--- config.mk ---
export PLATFORM = sky130hd
export DESIGN_NAME = control_unit_flat
export DESIGN_NICKNAME = d
export VERILOG_FILES = /design/src/rtl/control_unit_if.sv /design/src/rtl/control_unit.sv /design/src/flat_wrapper.sv
export SDC_FILE = /design/constraint.sdc
export NUM_CORES = 1
export LEC_CHECK = 0
export ABC_AREA = 1
export CAP_MARGIN = 20
export CORE_MARGIN = 3
export CORE_UTILIZATION = 42
export DETAILED_ROUTE_END_ITERATION = 8
export PLACE_DENSITY = 0.81
export SKIP_LAST_GASP = 1
export SLEW_MARGIN = 15
export SYNTH_ARGS = -nofsm -noshare
export SYNTH_HDL_FRONTEND = slang
export SYNTH_SLANG_ARGS = --single-unit
--- constraint.sdc ---
create_clock -name clk -period 1.9 [get_ports clk]
set_clock_uncertainty 0.2 [all_clocks]
set_input_delay 0.475 -clock clk [delete_from_list [all_inputs] [get_ports clk]]
set_output_delay 0.475 -clock clk [all_outputs]
set_load 0.01 [all_outputs]
--- src/rtl/control_unit_if.sv ---
`default_nettype none
// ============================================================================
// Module      : control_unit_if
// Description : Memory bus between the control unit (master) and the
//               instruction/data memory (slave).
//               mem_addr  [15:0]  access address
//               mem_rd            read strobe, held until mem_ready
//               mem_wr            write strobe, held until mem_ready
//               mem_wdata [15:0]  write data, stable while mem_wr is held
//               mem_rdata [15:0]  read data, valid with mem_ready
//               mem_ready         access complete in this cycle
// Revision    : 1.0  initial release
// ============================================================================
interface control_unit_if;
    logic [15:0] mem_addr;
    logic        mem_rd;
    logic        mem_wr;
    logic [15:0] mem_wdata;
    logic [15:0] mem_rdata;
    logic        mem_ready;

    modport master (
        output mem_addr, mem_rd, mem_wr, mem_wdata,
        input  mem_rdata, mem_ready
    );

    modport slave (
        input  mem_addr, mem_rd, mem_wr, mem_wdata,
        output mem_rdata, mem_ready
    );
endinterface
`default_nettype wire

--- src/rtl/control_unit.sv ---
`default_nettype none
// ============================================================================
// Module      : control_unit
// Description : Multi-cycle instruction sequencer for a 16-bit datapath.
//               Fetches ir = {opcode, dest, a, b}, drives the datapath
//               register selects / ALU op / load enable, and performs
//               immediate, load, store, branch and jump sequences over a
//               ready-handshaked memory bus.
// Ports       : clk, rst_n           clock, async active-low reset
//               bus (master)         memory bus (addr/rd/wr/wdata/rdata/ready)
//               load_en, const_sel, data_sel, a_sel, b_sel, dest_sel,
//               op_sel, const_in     datapath controls
//               a_out, b_out, z      datapath results and zero flag
//               halted, bus_err      status
// Options     : CU_BUS_TIMEOUT_EN    when defined, a bus access that waits
//               16 cycles without mem_ready is abandoned, bus_err is set and
//               the controller parks in an error state until reset.
// Revision    : 1.0  initial release
// ============================================================================
module control_unit #(
    parameter logic [15:0] RESET_PC  = 16'h0000,
    parameter logic [3:0]  PASS_B_OP = 4'hF
) (
    input  wire            clk,
    input  wire            rst_n,
    control_unit_if.master bus,
    output logic           load_en,
    output logic           const_sel,
    output logic           data_sel,
    output logic [3:0]     a_sel,
    output logic [3:0]     b_sel,
    output logic [3:0]     dest_sel,
    output logic [3:0]     op_sel,
    output logic [15:0]    const_in,
    input  wire  [15:0]    a_out,
    input  wire  [15:0]    b_out,
    input  wire            z,
    output logic           halted,
    output logic           bus_err
);

    typedef enum logic [2:0] {
        ST_FETCH  = 3'd0,
        ST_DECODE = 3'd1,
        ST_IMM    = 3'd2,
        ST_MEM    = 3'd3,
        ST_HALT   = 3'd4
`ifdef CU_BUS_TIMEOUT_EN
        , ST_ERR  = 3'd5
`endif
    } state_t;

    localparam logic [3:0] c_op_ldi = 4'hA;
    localparam logic [3:0] c_op_ld  = 4'hB;
    localparam logic [3:0] c_op_st  = 4'hC;
    localparam logic [3:0] c_op_bz  = 4'hD;
    localparam logic [3:0] c_op_jmp = 4'hE;
    localparam logic [3:0] c_op_hlt = 4'hF;

    state_t      state_q, state_d;
    logic [15:0] pc_q, pc_d;
    logic [15:0] ir_q, ir_d;
    logic        zflag_q, zflag_d;
    // Cleared by reset so that no strobe is driven while rst_n is low; the
    // first fetch then starts on the first clock edge after release.
    logic        run_q, run_d;

    logic [15:0] w_mem_addr;
    logic        w_mem_rd;
    logic        w_mem_wr;
    logic [15:0] w_mem_wdata;
    logic [3:0]  w_opcode;

    assign w_opcode = ir_q[15:12];
    assign dest_sel = ir_q[11:8];
    assign a_sel    = ir_q[7:4];
    assign b_sel    = ir_q[3:0];

    assign bus.mem_addr  = w_mem_addr;
    assign bus.mem_rd    = w_mem_rd;
    assign bus.mem_wr    = w_mem_wr;
    assign bus.mem_wdata = w_mem_wdata;

`ifdef CU_BUS_TIMEOUT_EN
    logic [3:0] tmo_q, tmo_d;
    logic       bus_err_q, bus_err_d;
`endif

    always_comb begin
        state_d     = state_q;
        pc_d        = pc_q;
        ir_d        = ir_q;
        zflag_d     = zflag_q;
        run_d       = 1'b1;
        w_mem_addr  = pc_q;
        w_mem_rd    = 1'b0;
        w_mem_wr    = 1'b0;
        w_mem_wdata = 16'h0000;
        load_en     = 1'b0;
        const_sel   = 1'b0;
        data_sel    = 1'b0;
        op_sel      = 4'h0;
        const_in    = 16'h0000;

        case (state_q)
            ST_FETCH: begin
                if (run_q) begin
                    w_mem_rd = 1'b1;
                    if (bus.mem_ready) begin
                        ir_d    = bus.mem_rdata;
                        pc_d    = pc_q + 16'd1;
                        state_d = ST_DECODE;
                    end
                end
            end

            ST_DECODE: begin
                case (w_opcode)
                    c_op_ldi, c_op_bz, c_op_jmp: state_d = ST_IMM;
                    c_op_ld, c_op_st:            state_d = ST_MEM;
                    c_op_hlt:                    state_d = ST_HALT;
                    default: begin
                        // Opcodes 0x0-0x9 are single-cycle ALU operations.
                        op_sel  = w_opcode;
                        load_en = 1'b1;
                        zflag_d = z;
                        state_d = ST_FETCH;
                    end
                endcase
            end

            ST_IMM: begin
                w_mem_rd = 1'b1;
                if (bus.mem_ready) begin
                    state_d = ST_FETCH;
                    case (w_opcode)
                        c_op_ldi: begin
                            const_in  = bus.mem_rdata;
                            const_sel = 1'b1;
                            op_sel    = PASS_B_OP;
                            load_en   = 1'b1;
                            pc_d      = pc_q + 16'd1;
                        end
                        c_op_jmp: pc_d = bus.mem_rdata;
                        default:  pc_d = zflag_q ? bus.mem_rdata : pc_q + 16'd1;
                    endcase
                end
            end

            ST_MEM: begin
                w_mem_addr = a_out;
                if (w_opcode == c_op_st) begin
                    w_mem_wr    = 1'b1;
                    w_mem_wdata = b_out;
                    if (bus.mem_ready) state_d = ST_FETCH;
                end else begin
                    // Datapath data_in is wired to mem_rdata outside this block.
                    w_mem_rd = 1'b1;
                    if (bus.mem_ready) begin
                        data_sel = 1'b1;
                        load_en  = 1'b1;
                        state_d  = ST_FETCH;
                    end
                end
            end

            ST_HALT: state_d = ST_HALT;

`ifdef CU_BUS_TIMEOUT_EN
            ST_ERR:  state_d = ST_ERR;
`endif

            default: state_d = ST_FETCH;
        endcase

`ifdef CU_BUS_TIMEOUT_EN
        // Count cycles a strobe is held without completion; the 16th such
        // cycle abandons the access.
        tmo_d     = 4'd0;
        bus_err_d = bus_err_q;
        if ((w_mem_rd || w_mem_wr) && !bus.mem_ready) begin
            if (tmo_q == 4'hF) begin
                state_d   = ST_ERR;
                bus_err_d = 1'b1;
            end else begin
                tmo_d = tmo_q + 4'd1;
            end
        end
`endif
    end

    always_ff @(posedge clk or negedge rst_n) begin
        if (!rst_n) begin
            state_q <= ST_FETCH;
            pc_q    <= RESET_PC;
            ir_q    <= 16'h0000;
            zflag_q <= 1'b0;
            run_q   <= 1'b0;
        end else begin
            state_q <= state_d;
            pc_q    <= pc_d;
            ir_q    <= ir_d;
            zflag_q <= zflag_d;
            run_q   <= run_d;
        end
    end

`ifdef CU_BUS_TIMEOUT_EN
    always_ff @(posedge clk or negedge rst_n) begin
        if (!rst_n) begin
            tmo_q     <= 4'd0;
            bus_err_q <= 1'b0;
        end else begin
            tmo_q     <= tmo_d;
            bus_err_q <= bus_err_d;
        end
    end

    assign bus_err = bus_err_q;
    assign halted  = (state_q == ST_HALT) || (state_q == ST_ERR);
`else
    assign bus_err = 1'b0;
    assign halted  = (state_q == ST_HALT);
`endif

endmodule
`default_nettype wire

--- src/flat_wrapper.sv ---
// flat-port wrapper written by rule: the top's interface ports become plain ports
module control_unit_flat 
#(
    parameter logic [15:0] RESET_PC  = 16'h0000,
    parameter logic [3:0]  PASS_B_OP = 4'hF
)
  (clk, rst_n, load_en, const_sel, data_sel, a_sel, b_sel, dest_sel, op_sel, const_in, a_out, b_out, z, halted, bus_err, bus_mem_addr, bus_mem_rd, bus_mem_wr, bus_mem_wdata, bus_mem_rdata, bus_mem_ready);
  control_unit_if bus_i ();
  input  wire clk;
  input  wire rst_n;
  output logic load_en;
  output logic const_sel;
  output logic data_sel;
  output logic [3:0] a_sel;
  output logic [3:0] b_sel;
  output logic [3:0] dest_sel;
  output logic [3:0] op_sel;
  output logic [15:0] const_in;
  input  wire  [15:0] a_out;
  input  wire  [15:0] b_out;
  input  wire z;
  output logic halted;
  output logic bus_err;
  output wire logic [$bits(bus_i.mem_addr)-1:0] bus_mem_addr;
  output wire logic [$bits(bus_i.mem_rd)-1:0] bus_mem_rd;
  output wire logic [$bits(bus_i.mem_wr)-1:0] bus_mem_wr;
  output wire logic [$bits(bus_i.mem_wdata)-1:0] bus_mem_wdata;
  input wire logic [$bits(bus_i.mem_rdata)-1:0] bus_mem_rdata;
  input wire logic [$bits(bus_i.mem_ready)-1:0] bus_mem_ready;
  assign bus_mem_addr = bus_i.mem_addr;
  assign bus_mem_rd = bus_i.mem_rd;
  assign bus_mem_wr = bus_i.mem_wr;
  assign bus_mem_wdata = bus_i.mem_wdata;
  assign bus_i.mem_rdata = bus_mem_rdata;
  assign bus_i.mem_ready = bus_mem_ready;
  control_unit #(.RESET_PC(RESET_PC), .PASS_B_OP(PASS_B_OP)) u_core (.clk(clk), .rst_n(rst_n), .bus(bus_i), .load_en(load_en), .const_sel(const_sel), .data_sel(data_sel), .a_sel(a_sel), .b_sel(b_sel), .dest_sel(dest_sel), .op_sel(op_sel), .const_in(const_in), .a_out(a_out), .b_out(b_out), .z(z), .halted(halted), .bus_err(bus_err));
endmodule
# == Word-level counts from Yosys, hierarchy flattened ==
# Index checks and enable logic that the tools add are counted.
# totals
in_bits,52
output_inout_bits,71
elab_cells,65
register_bits,37
# classes
eq_ne,14
n_reduce_logical,10
n_bitwise,1
n_addsub,1
muxes,34
# ops
op,n
two-way mux 16 bit,10
one-hot mux 16 bit (2 select lines),2
"equality test 4 bit, second input constant",6
"adder 16 x 1 -> 16 bit, second input constant",1
two-way mux 4 bit,3
one-hot mux 3 bit (4 select lines),1
two-way mux 1 bit,11
two-way mux 3 bit,3
one-hot mux 3 bit (3 select lines),1
one-hot mux 4 bit (2 select lines),1
"equality test 3 x 2 -> 1 bit, second input constant",2
one-hot mux 1 bit (3 select lines),2
AND reduction 3 bit,2
OR reduction 6 bit,1
"inequality test 2 x 1 -> 1 bit, second input constant",2
"inequality test 2 bit, second input constant",2
AND reduction 4 bit,1
OR reduction 2 bit,2
"equality test 3 x 1 -> 1 bit, second input constant",1
"equality test 3 bit, second input constant",1
zero test 3 bit,1
OR reduction 3 bit,1
AND reduction 2 bit,1
nonzero test 2 bit,1
NOT 1 bit,1

# == Logic depth before layout (Yosys ltp) ==
# depth
ltp_word,5
depth_mapped,9
depth_no_buf,9

# == Worst setup path after synthesis ==
# Ideal clock, no wire load.
# synth_path
path_type,register to output
startpoint,reg u_core.ir_q[13]
endpoint,out bus_mem_wdata[11]
path_slack_ps,-58
path_stages_with_launch,6
n_path_buf,0
required_ps,1225
arrival_time_ps,1283
path_cell_list,dfrtp_1 -> nor3_2 -> inv_1 -> nor2_1 -> inv_1 -> nor2_1
# synth_between
elab_chain_len,3
# synth_lines
item,line_no,rtl
from (decl),control_unit.sv:62,"logic [15:0] ir_q, ir_d;"
from (signal assigned),control_unit.sv:202,ir_q <= ir_d;
equality test 4 bit,control_unit.sv:152,if (w_opcode == c_op_st) begin
two-way mux 16 bit,control_unit.sv:152,
two-way mux 16 bit,control_unit.sv:105,case (state_q)
to (decl),flat_wrapper.sv:27,output wire logic [$bits(bus_i.mem_wdata)-1:0] bus_mem_wdata;
# No other way between the ends.

# == Worst setup path in the final report ==
# layout_path
startpoint,reg u_core.ir_q[12]
endpoint,out const_in[1]
# layout_between
elab_chain_len,4
# layout_lines
item,line_no,rtl
equality test 4 bit,control_unit.sv:136,case (w_opcode)
two-way mux 16 bit,control_unit.sv:136,
two-way mux 16 bit,control_unit.sv:134,if (bus.mem_ready) begin
two-way mux 16 bit,control_unit.sv:105,
to (decl),flat_wrapper.sv:18,output logic [15:0] const_in;
# No other way between the ends.

==> run summary <==
DRT iter0 DRCs -> 272
Worst Slack Setup Final -> -0.5090 ns
placed cell areas -> 4405 um^2
initial antenna violation count -> 0
Syn. warnings -> 0
synth-to-layout area growth -> 82.34%
Hold/Removal Path Class -> flop to flop
status -> finished with violations
WHS Path Cells -> 2
Setup crit end kind -> output port
CP max FO -> 21
Yosys reg bits -> 37
worst flop-to-flop path startpoint -> u_core.ir_q[12]
Max Clk Rate -> 415.1 MHz
Via density -> 5.343
fin crit share -> 126.8%
power density cells -> 1261 nW/um^2
DIE WIDTH -> 86.50 um
Cell Rows -> 28
die area -> 7481 um^2
ratio of cells with drive above 1 in the final layout -> 37.89%
DP HPWL -> 6.975 mm
DR WL/cell -> 16.76 um
gpl congestion -> 0.9236
commonest cells after routing, fill and taps aside -> nand2_1, buf_4, nor2_1, clkdlybuf4s50_1, inv_1
DP Worst Slack -> -0.7680 ns
Period minus WS final -> 2.409 ns
Sw Share -> 44.97%
CTS Sinks -> 37
Clock Tree Root -> clkbuf_8
mapped cell area -> 2721 um^2
Min-Delay Endpoint -> u_core.ir_q[9]
Peak VDD IR -> 857.9 uV
Hold WS -> 0.2873 ns
Mean Syn Cell Area -> 6.495 um^2
worst slew pin tran -> 0.5382 ns
first-pass GRT wire length -> 15.86 mm
Setup-failing EPs final -> 60
DIE HEIGHT -> 86.50 um
TritonCTS clock tree -> built
Internal Dissipation -> 3.442 mW
Nets -> 667
total CTS buffers -> 5
setup_tns -> -24.02 ns
Max-slew headroom -> 64.12%
Routed WL -> 11.56 mm
Tot GR Track Use -> 26.44%
core area -> 6096 um^2
Non-Filler Instances -> 690
worst r2r dst -> u_core.pc_q[8]
min-delay src -> u_core.ir_q[9]
Seq/Total Area, Yosys -> 34.02%
net load switching power -> 2.814 mW
syn nets -> 472
Placed Cells -> 652
antenna cell count -> 0
reg2reg path depth -> 9
Worst EP required -> 1.22 ns
H-tree levels -> 2
Max-Cap Viols -> 0
flop2flop setup slack -> -0.02 ns
via count -> 3,687
distinct cell type count after synthesis -> 33
crit path DAT -> 1.73 ns
Syn Inst Count -> 419
largest net degree at the start of global routing -> 33
most common cell after layout, fill and taps aside -> nand2_1
Final Hold Vio Count -> 0
crit path launch -> u_core.ir_q[12]
initial core utilization -> 44.64%
static leakage -> 2.569 nW
RSZ-0062 raised after global routing -> yes
Comb pwr share -> 66.3%
Initial DRT Pass Iterations -> 5
CP startpoint kind -> flop
PortBufs -> 121
Max Slew Vio Count -> 0
Reg power frac -> 23.4%
Clock Path Buffers -> 2
Worst-path clk slew -> 0.07 ns
Final Cell Area -> 4962 um^2
Antenna Nets Post-Route -> 0
Clk pwr share -> 10.2%
Worst Setup Path Type -> flop to output port
num ports -> 123
drt drc -> 0
grt total ovfl -> 0
failing checks -> setup timing
worst-skew pair later-pin latency -> 0.30 ns
vias in the first global route -> 3,401
[cell type report]
class,instances,area [um^2]
Fill cell,353,1134
Clock inverter,1,5.005
Multi-Input combinational cell,303,1625
Clock buffer,7,96.34
Timing Repair Buffer,215,2001
Inverter,52,209.0
Sequential cell,37,932.1
Tap cell,75,93.84
[worst max-delay path, stage by stage, from the launching register on]
cell	delay, ns
dfrtp_2	0.44
nor2_1	0.18
nand2_1	0.14
inv_1	0.09
nand3_2	0.08
buf_12	0.17
nor2_2	0.11
clkdlybuf4s15_2	0.24
[Yosys cell counts]
cell	instances	share of area (%)
nor2_1	76	10
inv_4	1	0.23
o21ai_1	4	0.74
o22ai_1	2	0.46
nand3_4	2	1.3
nor3_2	1	0.37
buf_6	5	2.1
clkbuf_1	2	0.28
nand4_1	3	0.69
xnor2_1	1	0.32
o211ai_1	4	1.1
nand3_2	1	0.37
buf_2	8	1.5
xor2_1	2	0.64
buf_4	13	3.6
a31oi_2	1	0.46
nand2_2	1	0.23
a31oi_1	2	0.46
nand2_1	126	17
nand2_8	1	0.74
inv_2	2	0.28
clkinv_2	1	0.18
ha_1	1	0.46
inv_1	48	6.6
nand3_1	15	2.8
nor2_8	1	0.74
o21a_1	1	0.28
o21ai_0	40	7.4
dfrtp_1	37	34
conb_1	2	0.28
nand2_4	2	0.83
a21oi_1	11	2.0
nor2_4	2	0.83
[registers in the layout, summed over array words and instances (netlist names)]
register and flops:
u_core.run_q 1, u_core.pc_q 16, u_core.state_q 3, u_core.zflag_q 1
u_core.ir_q 16
[per-layer routing]
| layer | share of wire, % | track usage (%) | vias up |
|---|---|---|---|
| li1 | - | - | 1685 |
| met1 | 37 | 30.86 | 1694 |
| met2 | 50 | 48.12 | 248 |
| met3 | 8.6 | 5.894 | 60 |
| met4 | 4.7 | 7.790 | 0 |
| met5 | 0 | 0 | - |
[metrics by stage]
| step | power (mW) | util (%) |
|---|---|---|
| finish | 6.256 | 81.40 |
| global route | 6.609 | 81.40 |
| CTS | 5.594 | 75.94 |
| detailed placement | 4.824 | 72.27 |
| global placement | 4.713 | 72.27 |
| floorplan | 3.181 | - |
[power by group through the flow]
stage / Clock (mW) / Combinational (mW) / Sequential (mW)
2_1_floorplan: 0 / 1.75 / 1.43
3_3_place_gp: 0 / 3.29 / 1.42
3_5_place_dp: 0 / 3.38 / 1.44
4_1_cts: 0.630 / 3.55 / 1.41
5_1_grt: 0.676 / 4.44 / 1.49
6_report: 0.641 / 4.15 / 1.47
[how the worst max path moves through the flow]
stage	cells after the start	end
after global routing	10	load_en
after detailed placement	5	op_sel[1]
final	7	const_in[1]
after global placement	7	load_en
after CTS	6	bus_mem_wdata[12]
after floorplan	7	op_sel[1]
[logic make-up (layout without fill, tap and decap cells)]
group / Yosys count / after routing / synth area share (%)
other: 2 / 2 / 0.2760
adder cells (fa/ha/maj): 1 / 1 / 0.4597
AND/OR/NAND/NOR: 231 / 232 / 36.69
XOR/XNOR: 3 / 3 / 0.9657
AO/OA/AOI/OAI: 65 / 65 / 12.87
flip-flops: 37 / 37 / 34.02
buffers and inverters: 80 / 275 / 14.71
[what timing repair did]
item	in CTS	in global routing
setup buffers	16	14
endpoints found under the setup margin	58	72
hold buffers	1	0
pin swaps	8	13
endpoints found under the hold margin	17	0
cloned	2	3
resized for setup	273	67
(Power assumes the default switching activity.)
